$ cat config.mk
export PLATFORM = sky130hd
export DESIGN_NAME = control_unit
export DESIGN_NICKNAME = d
export VERILOG_FILES = /design/src/rtl/control_unit_pkg.sv /design/src/rtl/cu_decoder.sv /design/src/rtl/control_unit.sv
export SDC_FILE = /design/constraint.sdc
export NUM_CORES = 1
export LEC_CHECK = 0
export BUFFER_PORTS_ARGS = -buffer_cell sky130_fd_sc_hd__buf_2
export CAP_MARGIN = 20
export CORE_MARGIN = 2
export CORE_UTILIZATION = 50
export CTS_CLUSTER_DIAMETER = 100
export DETAILED_ROUTE_END_ITERATION = 10
export PLACE_DENSITY_LB_ADDON = 0.2
export SYNTH_ARGS = -nofsm -noshare
export SYNTH_HDL_FRONTEND = slang
export SYNTH_SLANG_ARGS = --single-unit
export TNS_END_PERCENT = 1
$ cat constraint.sdc
create_clock -name clock -period 3.5 [get_ports clock]
set_input_delay 0.7 -clock clock [delete_from_list [all_inputs] [get_ports clock]]
set_output_delay 0.7 -clock clock [all_outputs]
set_load 0.05 [all_outputs]
$ cat src/rtl/control_unit_pkg.sv
// Shared types and constants for the LEGv8 multi-cycle control unit:
// FSM states, instruction classes, opcodes, ALU/PC select codes and control_word bit positions.
package control_unit_pkg;

  typedef enum logic [2:0] {
    ST_BOOT,
    ST_FETCH,
    ST_DECODE,
    ST_EXEC,
    ST_HALT
  } state_t;

  typedef enum logic [3:0] {
    OPC_ADD,
    OPC_SUB,
    OPC_AND,
    OPC_ORR,
    OPC_ADDI,
    OPC_SUBI,
    OPC_LDUR,
    OPC_STUR,
    OPC_B,
    OPC_CBZ
  } opclass_t;

  localparam logic [4:0] FS_AND = 5'b00000;
  localparam logic [4:0] FS_ORR = 5'b00100;
  localparam logic [4:0] FS_ADD = 5'b01000;
  localparam logic [4:0] FS_SUB = 5'b01001;

  localparam logic [1:0] PS_HOLD   = 2'b00;
  localparam logic [1:0] PS_INC    = 2'b01;
  localparam logic [1:0] PS_REG    = 2'b10;
  localparam logic [1:0] PS_OFFSET = 2'b11;

  localparam logic [1:0] MEM_SZ_WORD  = 2'b10;
  localparam logic [1:0] MEM_SZ_DWORD = 2'b11;

  localparam logic [10:0] OP_ADD  = 11'b10001011000;
  localparam logic [10:0] OP_SUB  = 11'b11001011000;
  localparam logic [10:0] OP_AND  = 11'b10001010000;
  localparam logic [10:0] OP_ORR  = 11'b10101010000;
  localparam logic [10:0] OP_LDUR = 11'b11111000010;
  localparam logic [10:0] OP_STUR = 11'b11111000000;
  // Immediate forms only own bits [31:22]; bit 21 belongs to imm12.
  localparam logic [9:0]  OP_ADDI = 10'b1001000100;
  localparam logic [9:0]  OP_SUBI = 10'b1101000100;
  localparam logic [5:0]  OP_B    = 6'b000101;
  localparam logic [7:0]  OP_CBZ  = 8'b10110100;

  localparam int CW_WIDTH       = 37;
  localparam int CW_DA          = 0;
  localparam int CW_SA          = 5;
  localparam int CW_SB          = 10;
  localparam int CW_WR          = 15;
  localparam int CW_BSEL        = 16;
  localparam int CW_FS          = 17;
  localparam int CW_CO          = 22;
  localparam int CW_EN_B        = 23;
  localparam int CW_EN_ADDR_ALU = 24;
  localparam int CW_EN_ALU      = 25;
  localparam int CW_MEM_READ    = 26;
  localparam int CW_MEM_WRITE   = 27;
  localparam int CW_MEM_SIZE    = 28;
  localparam int CW_STATUS_LOAD = 30;
  localparam int CW_PCSEL       = 31;
  localparam int CW_EN_ADDR_PC  = 32;
  localparam int CW_EN_PC       = 33;
  localparam int CW_INSTR_LOAD  = 34;
  localparam int CW_PS          = 35;

endpackage

$ cat src/rtl/cu_decoder.sv
// Combinational instruction classifier: opcode -> opclass, illegal flag and
// the extended immediate/branch offset the datapath will see as constant.
module cu_decoder
  import control_unit_pkg::*;
(
  input  logic [31:0] instruction,
  output opclass_t    opclass,
  output logic        illegal,
  output logic [63:0] constant
);

  always_comb begin
    opclass  = OPC_ADD;
    illegal  = 1'b0;
    constant = '0;
    if (instruction[31:21] == OP_ADD) begin
      opclass = OPC_ADD;
    end else if (instruction[31:21] == OP_SUB) begin
      opclass = OPC_SUB;
    end else if (instruction[31:21] == OP_AND) begin
      opclass = OPC_AND;
    end else if (instruction[31:21] == OP_ORR) begin
      opclass = OPC_ORR;
    end else if (instruction[31:22] == OP_ADDI) begin
      opclass  = OPC_ADDI;
      constant = {52'd0, instruction[21:10]};
    end else if (instruction[31:22] == OP_SUBI) begin
      opclass  = OPC_SUBI;
      constant = {52'd0, instruction[21:10]};
    end else if (instruction[31:21] == OP_LDUR) begin
      opclass  = OPC_LDUR;
      constant = {{55{instruction[20]}}, instruction[20:12]};
    end else if (instruction[31:21] == OP_STUR) begin
      opclass  = OPC_STUR;
      constant = {{55{instruction[20]}}, instruction[20:12]};
    end else if (instruction[31:26] == OP_B) begin
      opclass  = OPC_B;
      constant = {{36{instruction[25]}}, instruction[25:0], 2'b00};
    end else if (instruction[31:24] == OP_CBZ) begin
      opclass  = OPC_CBZ;
      constant = {{43{instruction[23]}}, instruction[23:5], 2'b00};
    end else begin
      illegal = 1'b1;
    end
  end

endmodule

$ cat src/rtl/control_unit.sv
// LEGv8 fetch/decode/execute sequencer producing control_word and constant for datapath_memory.
// Define CU_PERF_CNT_EN to add retired_count / cycle_count outputs.
module control_unit
  import control_unit_pkg::*;
#(
  parameter int MEM_TIMEOUT = 16
) (
  input  logic                clock,
  input  logic                reset,
  input  logic [31:0]         instruction_reg,
  input  logic [3:0]          alu_status,
  input  logic                mem_ready,
  output logic [CW_WIDTH-1:0] control_word,
  output logic [63:0]         constant,
  output logic                halted,
`ifdef CU_PERF_CNT_EN
  output logic [31:0]         retired_count,
  output logic [31:0]         cycle_count,
`endif
  output logic                fault_timeout
);

  localparam int TW = (MEM_TIMEOUT > 0) ? $clog2(MEM_TIMEOUT + 1) : 1;

  state_t      state, state_next;
  opclass_t    dec_opclass, opclass_q;
  logic        dec_illegal;
  logic [63:0] dec_constant, constant_q;
  logic [4:0]  rd_q, rn_q, rm_q;
  logic [TW-1:0] tmo_cnt;
  logic        mem_wait, mem_op, tmo_hit, fault_q;
  logic        unused_status;

  assign unused_status = ^alu_status[3:1];

  cu_decoder u_decoder (
    .instruction (instruction_reg),
    .opclass     (dec_opclass),
    .illegal     (dec_illegal),
    .constant    (dec_constant)
  );

  assign mem_op   = (opclass_q == OPC_LDUR) || (opclass_q == OPC_STUR);
  assign mem_wait = (state == ST_FETCH) || ((state == ST_EXEC) && mem_op);
  // Fires on the MEM_TIMEOUT-th consecutive cycle without mem_ready.
  assign tmo_hit  = (MEM_TIMEOUT != 0) && mem_wait && !mem_ready &&
                    (tmo_cnt == TW'(MEM_TIMEOUT - 1));

  always_comb begin
    state_next = state;
    case (state)
      ST_BOOT:   state_next = ST_FETCH;
      ST_FETCH:  if (mem_ready) state_next = ST_DECODE;
      ST_DECODE: state_next = dec_illegal ? ST_HALT : ST_EXEC;
      ST_EXEC:   if (!mem_op || mem_ready) state_next = ST_FETCH;
      ST_HALT:   state_next = ST_HALT;
      default:   state_next = ST_HALT;
    endcase
    if (tmo_hit) state_next = ST_HALT;
  end

  always_ff @(posedge clock or posedge reset) begin
    if (reset) begin
      state      <= ST_BOOT;
      opclass_q  <= OPC_ADD;
      constant_q <= '0;
      rd_q       <= '0;
      rn_q       <= '0;
      rm_q       <= '0;
      tmo_cnt    <= '0;
      fault_q    <= 1'b0;
    end else begin
      state <= state_next;
      if (state == ST_DECODE) begin
        opclass_q  <= dec_opclass;
        constant_q <= dec_constant;
        rd_q       <= instruction_reg[4:0];
        rn_q       <= instruction_reg[9:5];
        rm_q       <= instruction_reg[20:16];
      end
      if (state_next != state) begin
        tmo_cnt <= '0;
      end else if (mem_wait && !mem_ready) begin
        tmo_cnt <= tmo_cnt + 1'b1;
      end
      if (tmo_hit) fault_q <= 1'b1;
    end
  end

  always_comb begin
    control_word = '0;
    constant     = '0;
    case (state)
      ST_FETCH: begin
        control_word[CW_EN_ADDR_PC]        = 1'b1;
        control_word[CW_MEM_READ]          = 1'b1;
        control_word[CW_MEM_SIZE +: 2]     = MEM_SZ_WORD;
        control_word[CW_INSTR_LOAD]        = mem_ready;
        control_word[CW_PS +: 2]           = mem_ready ? PS_INC : PS_HOLD;
      end
      ST_EXEC: begin
        constant = constant_q;
        case (opclass_q)
          OPC_ADD, OPC_SUB, OPC_AND, OPC_ORR, OPC_ADDI, OPC_SUBI: begin
            control_word[CW_DA +: 5]  = rd_q;
            control_word[CW_SA +: 5]  = rn_q;
            control_word[CW_SB +: 5]  = rm_q;
            control_word[CW_WR]       = 1'b1;
            control_word[CW_EN_ALU]   = 1'b1;
            control_word[CW_BSEL]     = (opclass_q == OPC_ADDI) || (opclass_q == OPC_SUBI);
            case (opclass_q)
              OPC_AND: control_word[CW_FS +: 5] = FS_AND;
              OPC_ORR: control_word[CW_FS +: 5] = FS_ORR;
              OPC_SUB, OPC_SUBI: begin
                control_word[CW_FS +: 5] = FS_SUB;
                control_word[CW_CO]      = 1'b1;
              end
              default: control_word[CW_FS +: 5] = FS_ADD;
            endcase
          end
          OPC_LDUR, OPC_STUR: begin
            control_word[CW_SA +: 5]       = rn_q;
            control_word[CW_BSEL]          = 1'b1;
            control_word[CW_FS +: 5]       = FS_ADD;
            control_word[CW_EN_ADDR_ALU]   = 1'b1;
            control_word[CW_MEM_SIZE +: 2] = MEM_SZ_DWORD;
            if (opclass_q == OPC_LDUR) begin
              control_word[CW_DA +: 5]    = rd_q;
              control_word[CW_MEM_READ]   = 1'b1;
              control_word[CW_WR]         = mem_ready;
            end else begin
              control_word[CW_SB +: 5]    = rd_q;
              control_word[CW_EN_B]       = 1'b1;
              control_word[CW_MEM_WRITE]  = 1'b1;
            end
          end
          OPC_B: control_word[CW_PS +: 2] = PS_OFFSET;
          OPC_CBZ: begin
            control_word[CW_SA +: 5] = rd_q;
            control_word[CW_SB +: 5] = 5'd31;
            control_word[CW_FS +: 5] = FS_ORR;
            control_word[CW_PS +: 2] = alu_status[0] ? PS_OFFSET : PS_HOLD;
          end
          default: control_word = '0;
        endcase
      end
      default: control_word = '0;
    endcase
  end

  assign halted        = (state == ST_HALT);
  assign fault_timeout = fault_q;

`ifdef CU_PERF_CNT_EN
  always_ff @(posedge clock or posedge reset) begin
    if (reset) begin
      retired_count <= '0;
      cycle_count   <= '0;
    end else begin
      if ((state == ST_EXEC) && (state_next == ST_FETCH)) retired_count <= retired_count + 32'd1;
      if (state != ST_HALT) cycle_count <= cycle_count + 32'd1;
    end
  end
`endif

endmodule
## Word-level counts from Yosys, hierarchy flattened

Cells that the tools add are included.

- Add/subtract/negate cells: 1
- Eq/ne operators: 25
- Mux-type cells: 62
- Reduce and logical (&&, ||, !) cells: 15

Operator list:

| cell | number |
|---|---|
| 64-bit 2-to-1 mux | 11 |
| 11-bit == test, second input constant | 6 |
| 4-bit 2-to-1 mux | 11 |
| 10-bit one-hot mux with 3 select lines | 1 |
| 26-bit 2-to-1 mux | 1 |
| 10-bit == test, second input constant | 2 |
| 5-bit 2-to-1 mux | 4 |
| 1-bit 2-to-1 mux | 19 |
| 4-bit by 3-bit == test with 1-bit output, second input constant | 4 |
| 5-bit one-hot mux with 3 select lines | 1 |
| 3-bit 2-to-1 mux | 4 |
| 2-bit one-hot mux with 2 select lines | 3 |
| 3-bit one-hot mux with 4 select lines | 1 |
| 4-bit one-hot mux with 3 select lines | 1 |
| 5-bit one-hot mux with 2 select lines | 1 |
| 4-bit by 2-bit == test with 1-bit output, second input constant | 2 |
| 4-bit == test, second input constant | 2 |
| 8-bit == test, second input constant | 1 |
| 3-bit by 2-bit == test with 1-bit output, second input constant | 2 |
| 6-bit by 3-bit == test with 1-bit output, second input constant | 1 |
| 3-bit one-hot mux with 2 select lines | 1 |
| 6-bit OR reduction | 1 |
| 5-bit by 1-bit adder with 5-bit output, second input constant | 1 |
| 5-bit by 4-bit == test with 1-bit output, second input constant | 1 |
| other kinds (13) | 21 |

- Bits in registers: 92
- Input port bits: 39

## Logic depth before layout (Yosys ltp)

Gate-level depths: netlist (run 1).

- Word-level depth: 16
- Gate-level depth with buffers: 7
- Depth with buffers taken out: 7

## By module

From an unflattened synthesis (run 1), not the netlist that was laid out.

- Cells, all modules: 503
- Area, all modules: 5557.8 um2

Modules (own cells, without submodules):

| module | instances | cells each | area each (um2) |
|---|---|---|---|
| control_unit | 1 | 367 | 4554.4 |
| cu_decoder | 1 | 136 | 1003.5 |

## Worst setup path after synthesis (run 1)

Ideal clock, no wire load.

- Kind: flip-flop to output port
- From: register state[2]
- To: output port control_word[22]
- Arrival: 3.034 ns
- Data required time: 2.800 ns
- Path slack: -0.234 ns
- Cell stages (with the launch flop): 6
- Path buffers: 2
- Path through: dfrtp_1 and2b_1 nand2_1 buf_2 nor4b_1 buf_4

- Cells in the longest elaborated chain, start to end: 2

RTL lines:

| element | RTL line | RTL |
|---|---|---|
| start, declared | control_unit.sv:25 | `state_t state, state_next;` |
| start signal, assigned | control_unit.sv:73 | `state <= state_next;` |
| 3-bit by 2-bit == test with 1-bit output | control_unit.sv:93 | `case (state)` |
| 26-bit 2-to-1 mux | control_unit.sv:93 |  |
| end, declared | control_unit.sv:13 | `output logic [CW_WIDTH-1:0] control_word,` |

No other way between the ends.

==> reports/metrics.cfg, run 1 <==
[status]
outcome=finished clean

[cts]
clockBufferDepth=2
htreeDepth=2
clock-sinks=56
postCtsSetupBuffers=0
clkLatencyLatePin_ns=0.31
cts_hold_buf=0
path_clk_slew_ns=0.10
cts_buffers=5
cts_resized=0
cts_root_buffer=clkbuf_8
cts_tree=done

[setup_path]
worstSetupPathType=flop to output pin
worst_setup_path_start_kind=flop
timing.rr.start=tmo_cnt[0]
reg2reg_depth=8
cp.arrival_ns=2.51
path_max_fanout=6
r2r_slack_ns=1.45
end_kind=output pin
worstPathRequired_ns=2.80
r2r-end=tmo_cnt[0]

[power]
clockPowerShare_pct=17.5
internal_power_mw=1.29
p_leak_nw=2.34
switching_power_uw=821
pwr_density_cell_mw_per_mm2=490
seqPwrFrac_pct=50.3
peakVddDrop_mv=0.277
swShare_pct=38.9
pwr-share-comb_pct=32.2

[layout]
n_antenna_cell=0
area_delta_synth_final_pct=12.8
fillCellCount=672
final_layout_size_suffix_gt1_share_pct=33.1
fin_nets=569
fin_util_pct=58.7

[die]
fp.dieH_um=91.4
ioPinCount=142
start_util_pct=52.1
die-area_mm2=0.00835
core_area_mm2=0.00733
rows=31
fp.dieW_um=91.4

[synthesis]
syn_area_per_cell_um2=8.50
syn_area_mm2=0.00382
syn_inst=449
synth_top_area_share_pct=36.7
ys_ff_latch=56
ys_seq_area_share_pct=36.7
yosys_warnings=0
async_flop_share_pct=100
ys_top_cells_by_area=dfrtp_1, buf_4, nand2_1
ys.flop_type=dfrtp_1
synth-edff-count=0
synth_top_area_cell=dfrtp_1
synthDistinctLibCells=60

[sta]
fin_crit_sh_pct=91.7
finClkSkew_ns=0.00716
period_minus_slack_ns=3.21
slew_violations=0
rsz0062_at_grt=false
setup_violations=0
setup_ws_ns=0.290
whs_ns=0.471
worstMarginPinSlew_ns=0.881
slew_headroom_pct=41.2
setup-tns-final_ns=0
hold_viol=0
max_freq_mhz=312

[global_routing]
grt_pass1_wl_um=16600
antenna_found_initial=0
grt.overflow.total=0
gr-usage-all-layers_pct=24.3
grt_max_degree=46
grt_pass1_vias=3275

[routing]
antenna_left=0
dr.pass1.iters=5
vias_per_cell=5.74
num_vias=3607
wirelength_um=10300
first_iter_violations=206
drc=0
wl_per_cell_um=16.5

[placement]
post-place-ws_ns=0.444
gp_congestion=0.861
io_buffers=133
dp_hpwl_um=7650

[hold_path]
hp-class=input pin to async pin

[run]
drv_cap=0

how the worst max path moves through the flow:
| stage | from | to | slack (ns) | depth (start not counted) |
|---|---|---|---|---|
| 6_report | tmo_cnt[0] | halted | 0.29 | 9 |
| 5_1_grt | opclass_q[3] | control_word[11] | 0.05 | 6 |
| 4_1_cts | state[2] | control_word[15] | 0.18 | 5 |
| 3_5_place_dp | instruction_reg[26] | halted | 0.44 | 7 |
| 3_3_place_gp | instruction_reg[26] | halted | 0.45 | 7 |
| 2_1_floorplan | instruction_reg[26] | halted | 0.16 | 5 |
cells in the final DEF (no fill, tap or decap), types with 2 or more instances in the layout:
cell type and count:
mux2i_1 2, a21oi_1 16, a221oi_1 21, buf_2 133
and3_1 35, conb_1 5, nor2_1 26, o31ai_1 6
o21ai_0 9, buf_4 10, o22ai_1 3, nor4bb_1 2
ha_1 2, nand2_1 83, dfrtp_1 56, or2_2 3
clkbuf_8 6, o21ai_1 17, inv_1 7, clkbuf_1 2
o21a_1 3, nand4_1 2, a31oi_1 3, nand3_2 2
nand2b_1 5, nor2b_1 2, a22oi_1 7, and4bb_2 3
nor3_1 7, o21ai_2 3, and2_1 10, o221ai_1 6
xor2_1 2
power groups by stage:
stage,Combinational (mW),Sequential [mW],Clock (mW)
floorplan,0.563,0.980,0
global placement,0.658,1.06,0
detailed placement,0.674,1.06,0
CTS,0.677,1.05,0.375
global route,0.752,1.09,0.398
finish,0.678,1.06,0.369
per-layer routing:
layer | GRT usage (%) | share of wire, % | up-vias
met5 | 0 | 0 | -
met4 | 4.55 | 0.68 | 0
met3 | 3.65 | 7.3 | 7
met2 | 38.3 | 48 | 157
met1 | 35.7 | 44 | 1727
li1 | - | - | 1716
worst max-delay path, stage by stage, from the launching register on:
cell and delay, ns:
dfrtp_1 0.42, ha_1 0.22, and3_1 0.19, ha_1 0.23, o311a_1 0.34, a21oi_1 0.15, o31ai_2 0.09, buf_4 0.16
nor3_1 0.11, buf_2 0.29
cell type report:
type | count | area (um^2) | share of cell area, %
clock buffer | 8 | 90.1 | 2.09
multi-input combinational | 313 | 1920 | 44.5
tap | 99 | 124 | 2.88
sequential | 56 | 1400 | 32.5
inverter | 9 | 33.8 | 0.785
timing repair buffer | 143 | 741 | 17.2
through the flow:
| stage | instances | power [mW] | cell area [um^2] |
|---|---|---|---|
| 2_1_floorplan | 453 | 1.54 | 3840 |
| 3_3_place_gp | 620 | 1.71 | 4210 |
| 3_5_place_dp | 620 | 1.74 | 4210 |
| 4_1_cts | 628 | 2.10 | 4300 |
| 5_1_grt | 628 | 2.24 | 4310 |
| 6_report | 628 | 2.11 | 4310 |
synth_stat cells, types with 5 or more instances:
cell / instances
dfrtp_1: 56
nand2b_1: 5
buf_4: 48
o21ai_1: 17
nand2_1: 83
clkbuf_1: 17
o31ai_1: 6
nor2_1: 26
buf_2: 7
a22oi_1: 7
and3_1: 35
a21oi_1: 16
o21ai_0: 9
nor3_1: 7
and2_1: 10
a221oi_1: 21
o221ai_1: 6
inv_1: 8
cell families after synthesis:
group / Yosys count / synth area share, %
AND/OR/NAND/NOR: 190 / 26.3
AO/OA/AOI/OAI: 110 / 20.9
buffers and inverters: 84 / 13.8
flip-flops: 56 / 36.7
XOR/XNOR: 3 / 0.689
multiplexers: 3 / 0.885
adder cells (fa/ha/maj): 2 / 0.656
other: 1 / 0.0983
sequential cells by signal, indices dropped and copies added (netlist names):
signal,count
rn_q,5
tmo_cnt,5
opclass_q,4
constant_q,28
rd_q,5
fault_timeout,1
state,3
rm_q,5
(Power assumes the default switching activity.)
==> inputs of run 2 (changes only) <==
--- a/config.mk
+++ b/config.mk
@@ -9,7 +9,7 @@
 export CAP_MARGIN = 20
 export CORE_MARGIN = 2
 export CORE_UTILIZATION = 50
-export CTS_CLUSTER_DIAMETER = 100
+export CTS_CLUSTER_DIAMETER = 50
 export DETAILED_ROUTE_END_ITERATION = 10
 export PLACE_DENSITY_LB_ADDON = 0.2
 export SYNTH_ARGS = -nofsm -noshare
==> constraint.sdc (replaced) <==
create_clock -name clock -period 3.5 [get_ports clock]
set_input_delay 0.35 -clock clock [delete_from_list [all_inputs] [get_ports clock]]
set_output_delay 0.35 -clock clock [all_outputs]
set_load 0.05 [all_outputs]
==> run 2 against run 1 <==
Effect of this change: largest power group unchanged; via count up 0.19%; cell area shrank 0.49%; maximum frequency grew 6.4%; sequential power about the same; total power shrank 0.11%; non-clock buffer count fell by 2; largest cell class unchanged; cell count is 0.32% lower; clock power increased by 4%; worst hold slack worse by 0.32 ns; die area is the same; highest routed layer unchanged.
==> reports/metrics.cfg, run 2 (same netlist as run 1, synthesis figures left out) <==
[status]
outcome=finished clean

[layout]
fillCellCount=678  ; +0.89%
final-seq-area_mm2=0.00140  ; unchanged
multi_input_area_mm2=0.00190  ; -0.65%
fin_util_pct=58.4  ; -0.29 points
area_delta_synth_final_pct=12.3
final_common_cell=buf_2
fin_nets=567  ; -0.35%
fin_area_mm2=0.00428  ; -0.49%
final_layout_size_suffix_gt1_share_pct=32.8  ; -0.25 points
n_antenna_cell=0  ; unchanged
largest_reg_flops=28  ; unchanged
regMostFlops=constant_q
layout_common_cells=buf_2, nand2_1, dfrtp_1

[power]
peakVddDrop_mv=0.232  ; -16%
switching_power_uw=832  ; +1.4%
pwr_density_cell_mw_per_mm2=492  ; +0.39%
p_leak_nw=2.34  ; -0.31%
pwr-share-comb_pct=31.5  ; -0.7 points
clockPowerShare_pct=18.2  ; +0.7 points
swShare_pct=39.5  ; +0.58 points
internal_power_mw=1.27  ; -1.1%
seqPwrFrac_pct=50.3  ; about the same

[die]
fp.dieW_um=91.4  ; unchanged
die-area_mm2=0.00835  ; unchanged
start_util_pct=52.1  ; unchanged
core_area_mm2=0.00733  ; unchanged
rows=31  ; unchanged
ioPinCount=142  ; unchanged
fp.dieH_um=91.4  ; unchanged

[setup_path]
worst_setup_path_start_kind=flop
path_delay_family=simple AND/OR/NAND/NOR gates
path_max_fanout=14  ; +8
worstSetupPathType=flop to output pin
crit_path_max_incr_delay_ns=0.69  ; +0.27 ns
crit_path_top_delay_cell=a311oi_1
path_buf_inv=1  ; -1
end_kind=output pin
cp.arrival_ns=2.67  ; +0.16 ns
crit_chain=and2b_1 -> nand2_1 -> a311oi_1 -> and2_1 -> buf_2
worstPathRequired_ns=3.15  ; +0.35 ns

[sta]
setup_violations=0  ; unchanged
setup-tns-final_ns=0  ; unchanged
period_minus_slack_ns=3.02  ; -0.192 ns
max_freq_mhz=331  ; +6.4%
fin_crit_sh_pct=86.2  ; -5.5 points
whs_ns=0.152  ; -0.319 ns
hold_viol=0  ; unchanged
rsz0062_at_grt=false
slew_violations=0  ; unchanged
worstMarginPinSlew_ns=0.894  ; +0.0122 ns
setup_ws_ns=0.482  ; +0.192 ns
finClkSkew_ns=0.00526  ; -0.00190 ns
slew_headroom_pct=40.4  ; -0.81 points

[global_routing]
gr-usage-all-layers_pct=25.0  ; +0.69 points
grt_pass1_wl_um=16900  ; +2.2%
grt.overflow.total=0  ; unchanged
grt_pass1_vias=3216  ; -1.8%
antenna_found_initial=0  ; unchanged
grt_max_degree=46  ; unchanged

[run]
drv_cap=0  ; unchanged

[placement]
dp_hpwl_um=7700  ; +0.65%
post-place-ws_ns=0.864  ; +0.420 ns
gp_congestion=0.850  ; -1.2%
placed_cell_area_mm2=0.00419  ; -0.51%
io_buffers=133  ; unchanged

[routing]
dr.pass1.iters=5  ; unchanged
vias_per_cell=5.77  ; +0.51%
wl_per_cell_um=17.0  ; +3.5%
antenna_left=0  ; unchanged
wirelength_um=10700  ; +3.2%
first_iter_violations=296  ; +44%
num_vias=3614  ; +0.19%
drc=0  ; unchanged

[cts]
cts_resized=0  ; unchanged
cts_tree=done
postCtsSetupBuffers=0  ; unchanged
clock-sinks=56  ; unchanged
cts_hold_buf=0  ; unchanged
path_clk_slew_ns=0.10  ; about the same
clockBufferDepth=2  ; unchanged
htreeDepth=2  ; unchanged
clkLatencyLatePin_ns=0.31  ; about the same
cts_buffers=5  ; unchanged
cts_root_buffer=clkbuf_8

[hold_path]
hp-class=input pin to async pin

==> run 2: cell count changes in the layout (fill, tap and decap cells not counted) <==
cell | before | now
clkinv_2 | 0 | 1
a311oi_2 | 1 | 0
a311oi_1 | 1 | 2
nor4b_2 | 1 | 0
nor4b_1 | 1 | 2
buf_4 | 10 | 8
inv_6 | 0 | 1
clkbuf_1 | 2 | 0
==> run 2: layout make-up <==
type / count / area share, %
tap: 99 / 2.89
inverter: 9 / 0.789
clock buffer: 6 / 1.93
timing repair buffer: 141 / 16.9
multi-input combinational: 313 / 44.4
clock inverter: 2 / 0.321
sequential: 56 / 32.7
==> run 2: power groups by stage <==
stage               Clock, mW  Combinational [mW]  Sequential, mW
floorplan                   0               0.561           0.980
global placement            0               0.641            1.06
detailed placement          0               0.658            1.07
CTS                     0.388               0.661            1.05
global route            0.405               0.738            1.09
finish                  0.383               0.664            1.06
==> run 2: final timing paths <==
path	from	end	slack [ns]	cells past startpoint
max	state[2]	control_word[0]	0.48	5
min	reset	tmo_cnt[1]	0.15	2
max reg2reg	state[1]	constant_q[12]	1.17	5
min reg2reg	fault_timeout	fault_timeout	0.47	1
max in group asynchronous	reset	rm_q[2]	2.55	3
min in group clock	instruction_reg[3]	rd_q[3]	0.26	3
==> run 2: per-layer routing <==
| layer | vias to the layer above | wire length (um) | part of all wire [%] | track usage (%) |
|---|---|---|---|---|
| met4 | 0 | 175 | 1.6 | 5.05 |
| li1 | 1710 | - | - | - |
| met2 | 164 | 4910 | 46 | 38.8 |
| met5 | - | 0 | 0 | 0 |
| met1 | 1719 | 4880 | 46 | 36.8 |
| met3 | 21 | 711 | 6.7 | 4.15 |
==> run 2: stage by stage <==
step	std cells	power (mW)
floorplan	453	1.54
global placement	618	1.70
detailed placement	618	1.72
CTS	626	2.10
global route	626	2.23
finish	626	2.11
